## src/rtl/hilo_div_issue_ctrl_if.sv

```systemverilog
// hilo_div_issue_ctrl_if: ID-side decode inputs, divider handshake and status outputs of the divide issue controller
// master: the controller (drives div_start, hilo_we, stall, busy, div_err, wait_cnt)
// slave:  the pipeline/divider side (drives id_valid, id_funct, id_flush, div_done)
interface hilo_div_issue_ctrl_if #(parameter int CNT_W = 6);
  logic             id_valid;
  logic [5:0]       id_funct;
  logic             id_flush;
  logic             div_done;
  logic             div_start;
  logic             hilo_we;
  logic             stall;
  logic             busy;
  logic             div_err;
  logic [CNT_W-1:0] wait_cnt;
  modport master (
    input  id_valid, id_funct, id_flush, div_done,
    output div_start, hilo_we, stall, busy, div_err, wait_cnt
  );
  modport slave (
    output id_valid, id_funct, id_flush, div_done,
    input  div_start, hilo_we, stall, busy, div_err, wait_cnt
  );
endinterface

```

## src/rtl/hilo_div_issue_ctrl.sv

```systemverilog
// hilo_div_issue_ctrl: launches DIVU on the divider, waits for done, commits HI/LO, stalls ID on racing HI/LO users
// ports: clk, reset (sync, active-high), bus (master modport):
//   in  id_valid, id_funct, id_flush, div_done
//   out div_start, hilo_we, stall (combinational), busy, div_err (sticky), wait_cnt
module hilo_div_issue_ctrl #(
  parameter int TIMEOUT = 40,
  parameter int CNT_W   = 6
) (
  input logic                  clk,
  input logic                  reset,
  hilo_div_issue_ctrl_if.master bus
);
  localparam logic [5:0] DIVU = 6'b011011;
  localparam logic [5:0] MFHI = 6'b010000;
  localparam logic [5:0] MFLO = 6'b010010;
  typedef enum logic [1:0] {IDLE, ISSUE, WAIT, COMMIT} state_t;
  state_t           state;
  logic [CNT_W-1:0] wait_cnt;
  logic             div_err;
  logic             accept;
  logic             hazard;
  assign accept = bus.id_valid & ~bus.id_flush;
  assign hazard = accept & (bus.id_funct == DIVU | bus.id_funct == MFHI | bus.id_funct == MFLO);
  always_ff @(posedge clk) begin
    if (reset) begin
      state    <= IDLE;
      wait_cnt <= '0;
      div_err  <= 1'b0;
    end else begin
      case (state)
        IDLE:   state <= (accept && bus.id_funct == DIVU) ? ISSUE : IDLE;
        ISSUE: begin
          state    <= WAIT;
          wait_cnt <= '0;
        end
        WAIT: begin
          // done takes priority over a simultaneous timeout
          if (bus.div_done) state <= COMMIT;
          else if (wait_cnt == CNT_W'(TIMEOUT - 1)) begin
            state   <= IDLE;
            div_err <= 1'b1;
          end else wait_cnt <= wait_cnt + 1'b1;
        end
        default: state <= IDLE;
      endcase
    end
  end
  assign bus.div_start = state == ISSUE;
  assign bus.hilo_we   = state == COMMIT;
  assign bus.busy      = state != IDLE;
  assign bus.stall     = hazard & (state != IDLE);
  assign bus.div_err   = div_err;
  assign bus.wait_cnt  = wait_cnt;
endmodule
```

## src/flat_wrapper.sv

```systemverilog
// flat-port wrapper written by rule: the top's interface ports become plain ports
module hilo_div_issue_ctrl_flat 
#(
  parameter int TIMEOUT = 40,
  parameter int CNT_W   = 6
)
  (clk, reset, bus_id_valid, bus_id_funct, bus_id_flush, bus_div_done, bus_div_start, bus_hilo_we, bus_stall, bus_busy, bus_div_err, bus_wait_cnt);
  hilo_div_issue_ctrl_if #(.CNT_W(CNT_W)) bus_i ();
  input logic clk;
  input logic reset;
  input wire logic [$bits(bus_i.id_valid)-1:0] bus_id_valid;
  input wire logic [$bits(bus_i.id_funct)-1:0] bus_id_funct;
  input wire logic [$bits(bus_i.id_flush)-1:0] bus_id_flush;
  input wire logic [$bits(bus_i.div_done)-1:0] bus_div_done;
  output wire logic [$bits(bus_i.div_start)-1:0] bus_div_start;
  output wire logic [$bits(bus_i.hilo_we)-1:0] bus_hilo_we;
  output wire logic [$bits(bus_i.stall)-1:0] bus_stall;
  output wire logic [$bits(bus_i.busy)-1:0] bus_busy;
  output wire logic [$bits(bus_i.div_err)-1:0] bus_div_err;
  output wire logic [$bits(bus_i.wait_cnt)-1:0] bus_wait_cnt;
  assign bus_i.id_valid = bus_id_valid;
  assign bus_i.id_funct = bus_id_funct;
  assign bus_i.id_flush = bus_id_flush;
  assign bus_i.div_done = bus_div_done;
  assign bus_div_start = bus_i.div_start;
  assign bus_hilo_we = bus_i.hilo_we;
  assign bus_stall = bus_i.stall;
  assign bus_busy = bus_i.busy;
  assign bus_div_err = bus_i.div_err;
  assign bus_wait_cnt = bus_i.wait_cnt;
  hilo_div_issue_ctrl #(.TIMEOUT(TIMEOUT), .CNT_W(CNT_W)) u_core (.clk(clk), .reset(reset), .bus(bus_i));
endmodule
```

## config.mk

```make
export PLATFORM = sky130hd
export DESIGN_NAME = hilo_div_issue_ctrl_flat
export DESIGN_NICKNAME = d
export VERILOG_FILES = /design/src/rtl/hilo_div_issue_ctrl_if.sv /design/src/rtl/hilo_div_issue_ctrl.sv /design/src/flat_wrapper.sv
export SDC_FILE = /design/constraint.sdc
export NUM_CORES = 1
export LEC_CHECK = 0
export ABC_AREA = 1
export CAP_MARGIN = 20
export CORE_AREA = 2 2 39 41
export DETAILED_ROUTE_END_ITERATION = 16
export DIE_AREA = 0 0 41 43
export PLACE_DENSITY = 0.73
export SYNTH_ARGS = -nofsm -noshare
export SYNTH_HDL_FRONTEND = slang
export SYNTH_SLANG_ARGS = --single-unit
```

## constraint.sdc

```tcl
create_clock -name clk -period 1.52 [get_ports clk]
set_input_delay 0.228 -clock clk [delete_from_list [all_inputs] [get_ports clk]]
set_output_delay 0.228 -clock clk [all_outputs]
set_load 0.05 [all_outputs]
```

# ---- After elaboration in Yosys (flattened, before gate mapping)
# Cells that the tools add are included.
dict set report op_classes {
  reduce_logical 6
  n_mux 7
  n_eq_ne 10
  add_sub_neg 1
  bitwise 7
}
# op n
set op_table {}
lappend op_table {{equality test 6 x 5 -> 1 bit, second input constant} 3}
lappend op_table {{two-way mux 6 bit} 2}
lappend op_table {{one-hot mux 6 bit (2 select lines)} 1}
lappend op_table {{adder 6 x 1 -> 6 bit, second input constant} 1}
lappend op_table {{equality test 6 bit, second input constant} 1}
lappend op_table {{one-hot mux 2 bit (3 select lines)} 1}
lappend op_table {{AND reduction 3 bit} 2}
lappend op_table {{equality test 2 bit, second input constant} 2}
lappend op_table {{two-way mux 2 bit} 2}
lappend op_table {{inequality test 2 bit, second input constant} 2}
lappend op_table {{nonzero test 2 bit} 2}
lappend op_table {{bitwise AND 1 bit} 3}
lappend op_table {{inequality test 3 x 2 -> 1 bit, second input constant} 1}
lappend op_table {{equality test 2 x 1 -> 1 bit, second input constant} 1}
lappend op_table {{zero test 2 bit} 1}
lappend op_table {{NOT 1 bit} 2}
lappend op_table {{OR 1 bit} 2}
lappend op_table {{logical AND 1 bit} 1}
lappend op_table {{two-way mux 1 bit} 1}
dict set report word_totals {
  ff_bits 9
  inputBits 11
}

# ---- Logic depth before layout (Yosys ltp)
# Gate-level depths: netlist (run 1).
dict set report logic_depth {
  ltp_word 5
  mapped_depth 9
  depth_no_buf 9
}

# ---- Worst setup path before layout (run 1)
# No wires, ideal clock.
dict set report synth_path {
  path_kind {reg2reg}
  from {reg u_core.wait_cnt[1], in the netlist u_core.bus.wait_cnt[1]}
  to {reg u_core.wait_cnt[3], in the netlist u_core.bus.wait_cnt[3]}
  t_arrival_ps 1521
  n_path_buf 0
  period_less_slack_ps 1638
  slack_ps -118
  setup_ps 117
  required_ps 1403
  stages_incl_launch_ff 9
  cell_sequence {dfxtp_1 > ha_1 > nand2_2 > nor2_4 > nand2_2 > nand2_4 > nand2_4 > a21oi_1 > nor2_1}
}
dict set report synth_between {
  elab_chain_cells 4
  elab_cells_between_ends 7
}
# item line_no
set synth_rtl {}
lappend synth_rtl {{start: declaration} hilo_div_issue_ctrl.sv:18} ;# logic [CNT_W-1:0] wait_cnt;
lappend synth_rtl {{start signal: assignment} hilo_div_issue_ctrl.sv:42} ;# end else wait_cnt <= wait_cnt + 1'b1;
lappend synth_rtl {{adder 6 x 1 -> 6 bit} hilo_div_issue_ctrl.sv:42}
lappend synth_rtl {{two-way mux 6 bit} hilo_div_issue_ctrl.sv:39} ;# else if (wait_cnt == CNT_W'(TIMEOUT - 1)) begin
lappend synth_rtl {{two-way mux 6 bit} hilo_div_issue_ctrl.sv:38} ;# if (bus.div_done) state <= COMMIT;
lappend synth_rtl {{one-hot mux 6 bit (2 select lines)} hilo_div_issue_ctrl.sv:30} ;# case (state)
# Several ways; a longest one is shown, not always the timed one. The select of a mux whose other input is x is not followed.
# A chain may end at the register's enable or synchronous reset.

# ---- Worst setup path in the final report (run 1)
dict set report layout_path {
  from {in bus_id_funct[3]}
  to {out bus_stall}
}
dict set report layout_between {
  elab_chain_cells 5
  elab_cells_between_ends 7
}
# item line_no
set layout_rtl {}
lappend layout_rtl {{start: declaration} flat_wrapper.sv:12} ;# input wire logic [$bits(bus_i.id_funct)-1:0] bus_id_funct;
lappend layout_rtl {{equality test 6 x 5 -> 1 bit} hilo_div_issue_ctrl.sv:23} ;# assign hazard = accept & (bus.id_funct == DIVU | bus.id_funct == MFHI | bus.id_funct == MFLO);
lappend layout_rtl {{OR 1 bit} hilo_div_issue_ctrl.sv:23}
lappend layout_rtl {{OR 1 bit (*)} hilo_div_issue_ctrl.sv:23}
lappend layout_rtl {{bitwise AND 1 bit (*)} hilo_div_issue_ctrl.sv:23}
lappend layout_rtl {{bitwise AND 1 bit (*)} hilo_div_issue_ctrl.sv:51} ;# assign bus.stall = hazard & (state != IDLE);
lappend layout_rtl {{end: declaration} flat_wrapper.sv:17} ;# output wire logic [$bits(bus_i.stall)-1:0] bus_stall;
# Every way passes the cells marked *; elsewhere a longest branch is shown, timed or not.

==> results summary, run 1 <==
The number of placed instances with taps included came out at between 100 and 150. The final count of negative-setup-slack endpoints is 0. In the synthesized netlist, the number of instances is between 70 and 80. Of the total power, the share spent switching nets is a little over a fifth.

The full die area is between 1500 and 2000 sq um. The flow ran to the end, and the final reports show no timing, DRC or antenna violations. The register share of total power came out at 50.8%. Hold timing on the final database bottoms out at a slack of roughly 0.43 ns. The placed standard-cell area is just over 800 sq um. The total grt overflow is 0. The category of cells accounting for the largest share of critical-path delay is buffers and inverters. TritonCTS built the clock tree. CTS built an H-tree with a depth of 1.

The longest clock path from root to sink contains 2 buffers. The detailed-route wire length on metal 1 came out at about 520 um. The worst hold path passes through 5 cells.

The cell area after synthesis came out at ~500 sq um. The total power of the final layout came out at 465 uW. For the pin with the worst max-slew slack, the measured transition is 0.309 ns. The startpoint type of the worst setup path is a primary input. The critical path contains buffers and inverters numbering 2 combined. The max-slew violation total from the final report is 0. The worst hold path terminates at u_core.state[0]. Clock latency on the worst-skew pair, taken at its later pin, is approximately 0.26 ns. The top cell type by area accounts for around 36% of the synthesized area. The origin of the worst setup path is bus_id_funct[3]. The worst slew margin relative to its limit is slightly below 80%. The global-route wire length before repair is between 1.5 and 2 mm. The element type at the critical path end is an output port. Once layout is complete, the utilization of the core stands at 62.0%. The number of nets handed over by synthesis was 85. The launch point of the worst hold path is bus_id_funct[0]. By area the synthesized netlist is led by dfxtp_1 36%, nand2_1 8.3%, nor2_1 8.3%. The initial core utilization came out at 36.2%. The worst setup skew after layout is 0.00238 ns. For this block, the routed nets add up to 1.20 mm of wire.

Summed over all cells, the static leakage comes to just under 0.4 nW. Data arrives at the worst endpoint at between 1 and 1.5 ns. Counting I/O delays and the setup requirement, the final critical path takes roughly 1.5 ns. The final-report hold violation count came out at 0. The worst setup path is of the in2out kind. For this run, asynchronously set or reset flops after synthesis account for 0%. The core area came out at about 1400 sq um.

The sequential cell area fraction in the yosys report is 36.0%. Dividing the synthesized area by the synthesized cell count gives roughly 6.9 sq um. The path depth of the worst reg2reg path came out at 8. The count of cells in the finished layout, fillers not included, comes to 115. The largest driver fanout on the critical path came out at 2. The pin count of the biggest net entering global routing is 9.

Once the clock tree was built, the setup fixing pass inserted 0 buffers. The routed length per placed instance is roughly 10 um. The launch point of the worst reg-to-reg path is u_core.bus.wait_cnt[0]. The routed layout has 539 vias. Detailed placement finished with a half-perimeter wire length of 931 um. The number of flops mapped to enable cells by yosys came out at 0. After layout, the worst setup slack is approximately 0.033 ns. For this design the top-level I/O count stands at 22. The net count of the finished layout is around 110. The commonest cells after synthesis are 11 x nand2_1, 11 x nor2_1, 10 x inv_1. The number of violations of the max-capacitance limit is 0. The routability congestion estimate from global placement is roughly 0.72.

In the synthesized netlist the dominant register cell turns out to be dfxtp_1. The total length of routed met2 wires is 640 um. After detailed routing, the met3 layer carries between 30 and 40 um of wire. For this run, design rule violations remaining after detail routing come to 0. The top cell type by total area after synthesis is dfxtp_1. The reported net switching power is 101 uW.

After routing the design area is around 860 sq um. The detailed router used layers up to and including met4. Counting every sink on the clock net gives 9. The share of total power in the clock network is between 30 and 40%. The number of warnings issued by yosys is 0.

The starting DRC count in detailed routing is 14. In this run the worst hold path is classified as in2reg. The number of placement rows is 14.

The total global-route track usage is 15.9%. The required time of the worst setup path came out at between 1 and 1.5 ns. The first-pass detailed-route iteration total came out at 4. The post-detailed-route count of antenna-violating nets is 0. The part of the cycle the worst path needs is slightly below 100%.

The relative area change from synthesis to final layout is 71.5%. 0 antenna diodes ended up in the layout. The internal reg-to-reg setup slack came out at around 0.2 ns. The clock slew at the register clock pins of the worst setup and hold paths came out at about 0.06 ns.

In this run the tool buffered the top-level ports with 21 buffer cells. The vertical die dimension came out at 43 um. The post-synthesis register bit count came out at 9. The number of global-route vias before repair is ~480. Derived from the worst setup path, the maximum achievable clock frequency is a little under 700 MHz. The number of clock buffers inserted by TritonCTS came out at 3.

The number of antenna violations at the first check in global routing is 0. The number of different library cells in the post-synthesis netlist is 17. The clock root buffer is clkbuf_4. The internal cell power is 365 uW. The worst-case setup slack after placement came out at -0.0645 ns. The capturing point of the worst reg2reg path is u_core.bus.wait_cnt[4]. Dividing the detail-routed via count by the number of cells gives roughly 4.7. The share of total power in combinational logic came out at between 10% and 20%. Among all stages on the critical path, the largest delay is contributed by clkdlybuf4s50_1. The die span in x is between 40 and 50 um.

The aggregate negative setup slack is 0 ns. The worst supply voltage drop on vdd came out at around 0.00035 V. The biggest cell delay along the critical path came out at approximately 0.53 ns. The signal on the critical path passes through clkdlybuf4s50_1, nand3_2, o21ai_2, and3_4, buf_12. The fraction of layout cells with a size suffix above 1 is approximately a third. The total power per unit cell area is 542 nW/um^2.
## worst max-delay path by stage
stage	to	slack (ns)	cells past startpoint
5_1_grt	bus_stall	-0.006	5
6_report	bus_stall	0.03	5
3_5_place_dp	bus_stall	-0.06	6
4_1_cts	bus_stall	0.02	5
3_3_place_gp	bus_stall	-0.001	6
2_1_floorplan	u_core.bus.wait_cnt[3]	0.08	8
## power groups by stage
stage / Clock [mW] / Sequential, mW / Combinational [mW]
after global routing: 0.204 / 0.236 / 0.0505
after global placement: 0 / 0.242 / 0.0430
final: 0.182 / 0.236 / 0.0464
after detailed placement: 0 / 0.242 / 0.0442
after CTS: 0.190 / 0.236 / 0.0436
after floorplan: 0 / 0.242 / 0.0109
## layout make-up
class,count,area [sq um]
Fill cell,125,526
Multi-Input combinational cell,52,294
Timing Repair Buffer,22,290
Sequential cell,9,183
Inverter,12,45.0
Clock buffer,4,26.3
Tap cell,16,20.0
## cells in the final DEF, fill, tap and decap left out
cell type | netlist | layout
a21oi_1 | 7 | 7
a31oi_1 | 2 | 2
and3_4 | 0 | 1
buf_12 | 0 | 8
buf_4 | 0 | 4
clkbuf_1 | 0 | 1
clkbuf_4 | 0 | 3
clkdlybuf4s50_1 | 0 | 7
dfxtp_1 | 9 | 7
dfxtp_2 | 0 | 2
dlygate4sd2_1 | 0 | 2
dlymetal6s2s_1 | 0 | 1
ha_1 | 1 | 1
inv_1 | 10 | 10
inv_2 | 2 | 2
nand2_1 | 11 | 11
nand2_2 | 4 | 4
nand2_4 | 2 | 2
nand3_1 | 7 | 6
nand3_2 | 0 | 1
nor2_1 | 11 | 11
nor2_2 | 1 | 1
nor2_4 | 2 | 2
nor3_2 | 0 | 1
o21ai_1 | 1 | 1
o21ai_2 | 0 | 1
## registers in the layout, summed over array words and instances (netlist names)
signal and count:
u_core.bus.div_err 1, u_core.bus.wait_cnt 6, u_core.state 2
## worst register-to-register path, stage by stage, from the launching register on
cell and delay [ns]:
dfxtp_2 0.35, ha_1 0.19, nand2_2 0.09, nor2_4 0.11
nand2_2 0.08, nand2_4 0.10, nand2_4 0.09, a21oi_1 0.14
nor2_1 0.06
## what timing repair did
action | 4_1_cts | 5_1_grt
endpoints found under the setup margin | 1 | 1
resized for setup | 4 | 4
pin swaps | 4 | 2
hold buffers | 0 | 0
## layer usage
layer / global-route usage [%] / vias up
met4: 10.7 / 0
met1: 18.8 / 243
met3: 5.24 / 2
met5: 0 / -
li1: - / 284
met2: 23.1 / 10
## logic make-up after synthesis
logic type               Yosys count  synth area share [%]
adder cells (fa/ha/maj)            1                  2.50
AND/OR/NAND/NOR                   40                  41.0
AO/OA/AOI/OAI                     11                  11.5
buffers and inverters             12                  9.00
flip-flops                         9                  36.0
No activity file was read; power rests on OpenSTA's default activity.
==> inputs of run 2 (changes only) <==
--- a/config.mk
+++ b/config.mk
@@ -5,12 +5,11 @@
 export SDC_FILE = /design/constraint.sdc
 export NUM_CORES = 1
 export LEC_CHECK = 0
-export ABC_AREA = 1
 export CAP_MARGIN = 20
-export CORE_AREA = 2 2 39 41
+export CORE_MARGIN = 2
+export CORE_UTILIZATION = 40
 export DETAILED_ROUTE_END_ITERATION = 16
-export DIE_AREA = 0 0 41 43
-export PLACE_DENSITY = 0.73
+export PLACE_DENSITY = 0.76
 export SYNTH_ARGS = -nofsm -noshare
 export SYNTH_HDL_FRONTEND = slang
 export SYNTH_SLANG_ARGS = --single-unit
==> run 2 against run 1 <==
Cell count fell by 11%. First-iteration DRC count is 7.1% higher. Flip-flop and latch count unchanged. Non-clock buffer count increased by 4. Critical endpoint unchanged. Clock skew rose by 0.0095 ns.
==> results summary, run 2 <==
The run finished with clean final reports. By area the synthesized netlist is led by dfxtp_1 34%, buf_6 4.3%, nor2_1 4.3%. The initial core utilization came out at 41.3% (+5.2 points). The routed length per placed instance was 12.9 um (+23%). The library cell contributing the largest single delay on the critical path is dfxtp_4. The primary flip-flop cell chosen by synthesis mapping is dfxtp_1. The total of buffers placed on input and output ports is 21 (unchanged). Setup repair after global routing left no endpoint under its margin. The number of global-route vias before repair is 432 (-9.4%).

The cell area after synthesis is 524 sq um (+4.8%). The final wirelength came out at 1.31 mm (+9.3%). The final count of negative-setup-slack endpoints is 0 (unchanged). The worst setup skew after layout came to 0.0119 ns (+0.00955 ns). The number of hold-repair buffers added at the cts stage came out at 0 (unchanged). The transition time of the tightest slew-check pin came out at 0.370 ns (+0.0612 ns).

TritonCTS built the clock tree. The maximum level of the CTS H-tree is 1 (unchanged). The clock slew at the register clock pins of the worst setup and hold paths is 0.07 ns (about the same).

The TritonCTS sink count is 9 (unchanged). The full die area came to 1620 sq um (-8.3%). The total global-route track usage is 18.7% (+2.8 points). The worst slew margin relative to its limit came out at 75.2% (-4.2 points). Clock tree synthesis selected as its root buffer the cell clkbuf_4. The vias per cell is 5.14 (+9.6%). The signal on the critical path passes through or2_1, nand2_2, nor2_4, buf_12. The number of remaining DRC errors is 0 (unchanged).

The number of clock buffers inserted by TritonCTS came to 3 (unchanged). The element type at the critical path end is an output port. The die span in x came to 40.2 um (-2.0%). The critical path in this run is classified as reg2out.

The number of warnings issued by yosys is 0 (unchanged). The core area came to 1270 sq um (-8.3%). The total power per unit cell area came out at 533 nW/um^2 (-1.7%). The number of buffers and inverters on the critical path came out at 1 (-1). The worst supply voltage drop on vdd is 0.000620 V (+78%). The global-route wire length before repair is 1.93 mm (+1.5%). The worst slack on hold paths was 0.404 ns (-0.0304 ns). The routability congestion estimate from global placement is 0.817 (+14%). The number of placed instances with taps included is 98 (-12%). The total power of the final layout came to 472 uW (+1.5%). The number of different library cells in the post-synthesis netlist came to 36 (+19). The post-route non-filler standard cell count is 102 (-11%). The final period demand of the worst path is 1.43 ns (-0.0522 ns).

The minimum setup slack in the final design came out at 0.0851 ns (+0.0522 ns). The placed standard-cell area came out at 817 sq um (+0.31%). The net count of the finished layout came out at 100 (-11%). The number of I/O pins is 22 (unchanged).

The top cell type by total area after synthesis is dfxtp_1. Counting instances in the post-synthesis netlist gives the leading cell types as 9 x dfxtp_1, 6 x nor2_1, 4 x nand2_1. The final-report hold violation count came to 0 (unchanged). The post-detailed-route count of antenna-violating nets is 0 (unchanged). The number of nets produced by synthesis came out at 71 (-16%). The register with the most flip-flops is u_core.bus.wait_cnt. The fmax is 697 MHz (+3.6%). The via count is 524 (-2.8%).

The number of flops mapped to enable cells by yosys is 0 (unchanged). The pin count of the biggest net entering global routing is 9 (unchanged). The biggest cell delay along the critical path was 0.38 ns (-0.15 ns). The post-synthesis register bit count came to 9 (unchanged). The largest driver fanout on the critical path is 8 (+6). The final design area excluding fillers is 886 sq um (+3.2%).

The utilization of the core after routing came out at 69.8% (+7.8 points). Leaving out fill and tap cells, the most frequent cell in the layout is buf_4. The area fraction of the dominant cell type after synthesis came out at 34.4% (-1.6 points). In the post-synthesis netlist, the cell with the most instances is dfxtp_1.

The total grt overflow is 0 (unchanged). The mean area per synthesized cell is 8.89 sq um (+30%). The maximum buffer depth of the clock tree was 2 (unchanged). The max-slew violation total from the final report is 0 (unchanged). The starting DRC count in detailed routing is 15 (+1). The fraction of registers with async set/reset was 0% (unchanged).

The aggregate negative setup slack came out at 0 ns (unchanged). The part of the cycle the worst path needs is 94.4% (-3.4 points). The vertical die dimension came out at 40.2 um (-6.5%). The relative area change from synthesis to final layout is 69.0%. The post-CTS setup repair buffer count came out at 0 (unchanged). The arrival time of data at the critical path endpoint is 1.21 ns (-0.05 ns). The HPWL after detailed placement is 1.03 mm (+11%).

The first-pass detailed-route iteration total was 4 (unchanged). The flip-flop count of the largest register after layout is 6 (unchanged). The total leakage power is 0.373 nW (-3.5%). In the layout the commonest cells are 11 x buf_4, 6 x dfxtp_2, 5 x nor2_1, 5 x buf_12. The number of placement rows is 13 (-1). The post-synthesis instance total came out at 59 (-19%). The tightest min-delay check is of the in2reg type. The number of violations of the max-capacitance limit came out at 0 (unchanged). The largest registers in the layout are u_core.bus.wait_cnt: 6 flops, u_core.state: 2 flops, u_core.bus.div_err: 1 flops. The number of antenna violations at the first check in global routing came out at 0 (unchanged). The number of inserted diodes was 0 (unchanged). The required time of the worst setup path is 1.29 ns (about the same). The fraction of layout cells with a size suffix above 1 is 44.8% (+13 points). On the critical path the largest part of the delay comes from simple AND/OR/NAND/NOR gates.

The clock latency at the later pin of the worst-skew pair came out at 0.27 ns (about the same). The worst-case setup slack after placement came out at -0.131 ns (-0.0663 ns). The number of fill cells in the layout is 95 (-24%). The worst setup path is launched from a flip-flop.

The sequential cell area fraction in the yosys report is 34.4% (-1.6 points).
run 2: cell count changes in the layout (fill, tap and decap cells not counted), moves of 4 or more:
| cell | change |
|---|---|
| buf_4 | +7 |
| nand3_1 | -6 |
| dfxtp_2 | +4 |
| nand2_1 | -9 |
| dfxtp_1 | -5 |
| a21oi_1 | -5 |
| nor2_1 | -6 |
| inv_1 | -9 |
run 2: worst paths after layout:
check | startpoint | end | slack (ns) | cells past startpoint
max | u_core.state[0] | bus_stall | 0.09 | 4
min | bus_id_funct[3] | u_core.state[0] | 0.40 | 4
max reg2reg | u_core.bus.wait_cnt[0] | u_core.bus.wait_cnt[2] | 0.11 | 4
min reg2reg | u_core.bus.div_err | u_core.bus.div_err | 0.49 | 2
run 2: per-layer routing:
metal	vias up	GRT usage, %	part of all wire (%)
met5	-	0	0
met4	0	7.50	0.61
met3	2	8.33	4.0
met2	10	26.2	47
met1	240	24.8	48
li1	272	-	-
run 2: cell families (layout without fill, tap and decap cells):
| kind of cell | after synthesis | after routing | synth area share, % |
|---|---|---|---|
| buffers and inverters | 4 | 32 | 5.73 |
| xor gates and xnor gates | 3 | 3 | 5.01 |
| and+or+nand+nor | 32 | 32 | 39.4 |
| adders and majority gates | 1 | 1 | 2.39 |
| AOI/OAI and AO/OA | 10 | 10 | 13.1 |
| DFF | 9 | 9 | 34.4 |
run 2: what timing repair did:
action	4_1_cts	5_1_grt
setup endpoints to repair	1	1
gates resized for setup	6	10
pin swaps	3	4
run 2: cell type report:
class	instances	area (sq um)	share of cell area, %
sequential	9	191	21.6
multi-input combinational	46	350	39.5
inverter	2	7.51	0.847
tap	15	18.8	2.12
clock inverter	1	5.00	0.565
clock buffer	3	22.5	2.54
timing repair buffer	26	290	32.8
run 2: power breakdown:
group	leakage, nW	switching, mW	internal [mW]
registers	0.0764	0.000469	0.234
clock network	0.0177	0.0876	0.0970
logic	0.279	0.0220	0.0309
total	0.373	0.110	0.362
run 2: worst min-delay path: stages:
cell and delay [ns]:
dlymetal6s2s_1 0.15, nand3_2 0.09, o31a_1 0.13, nor3_1 0.04
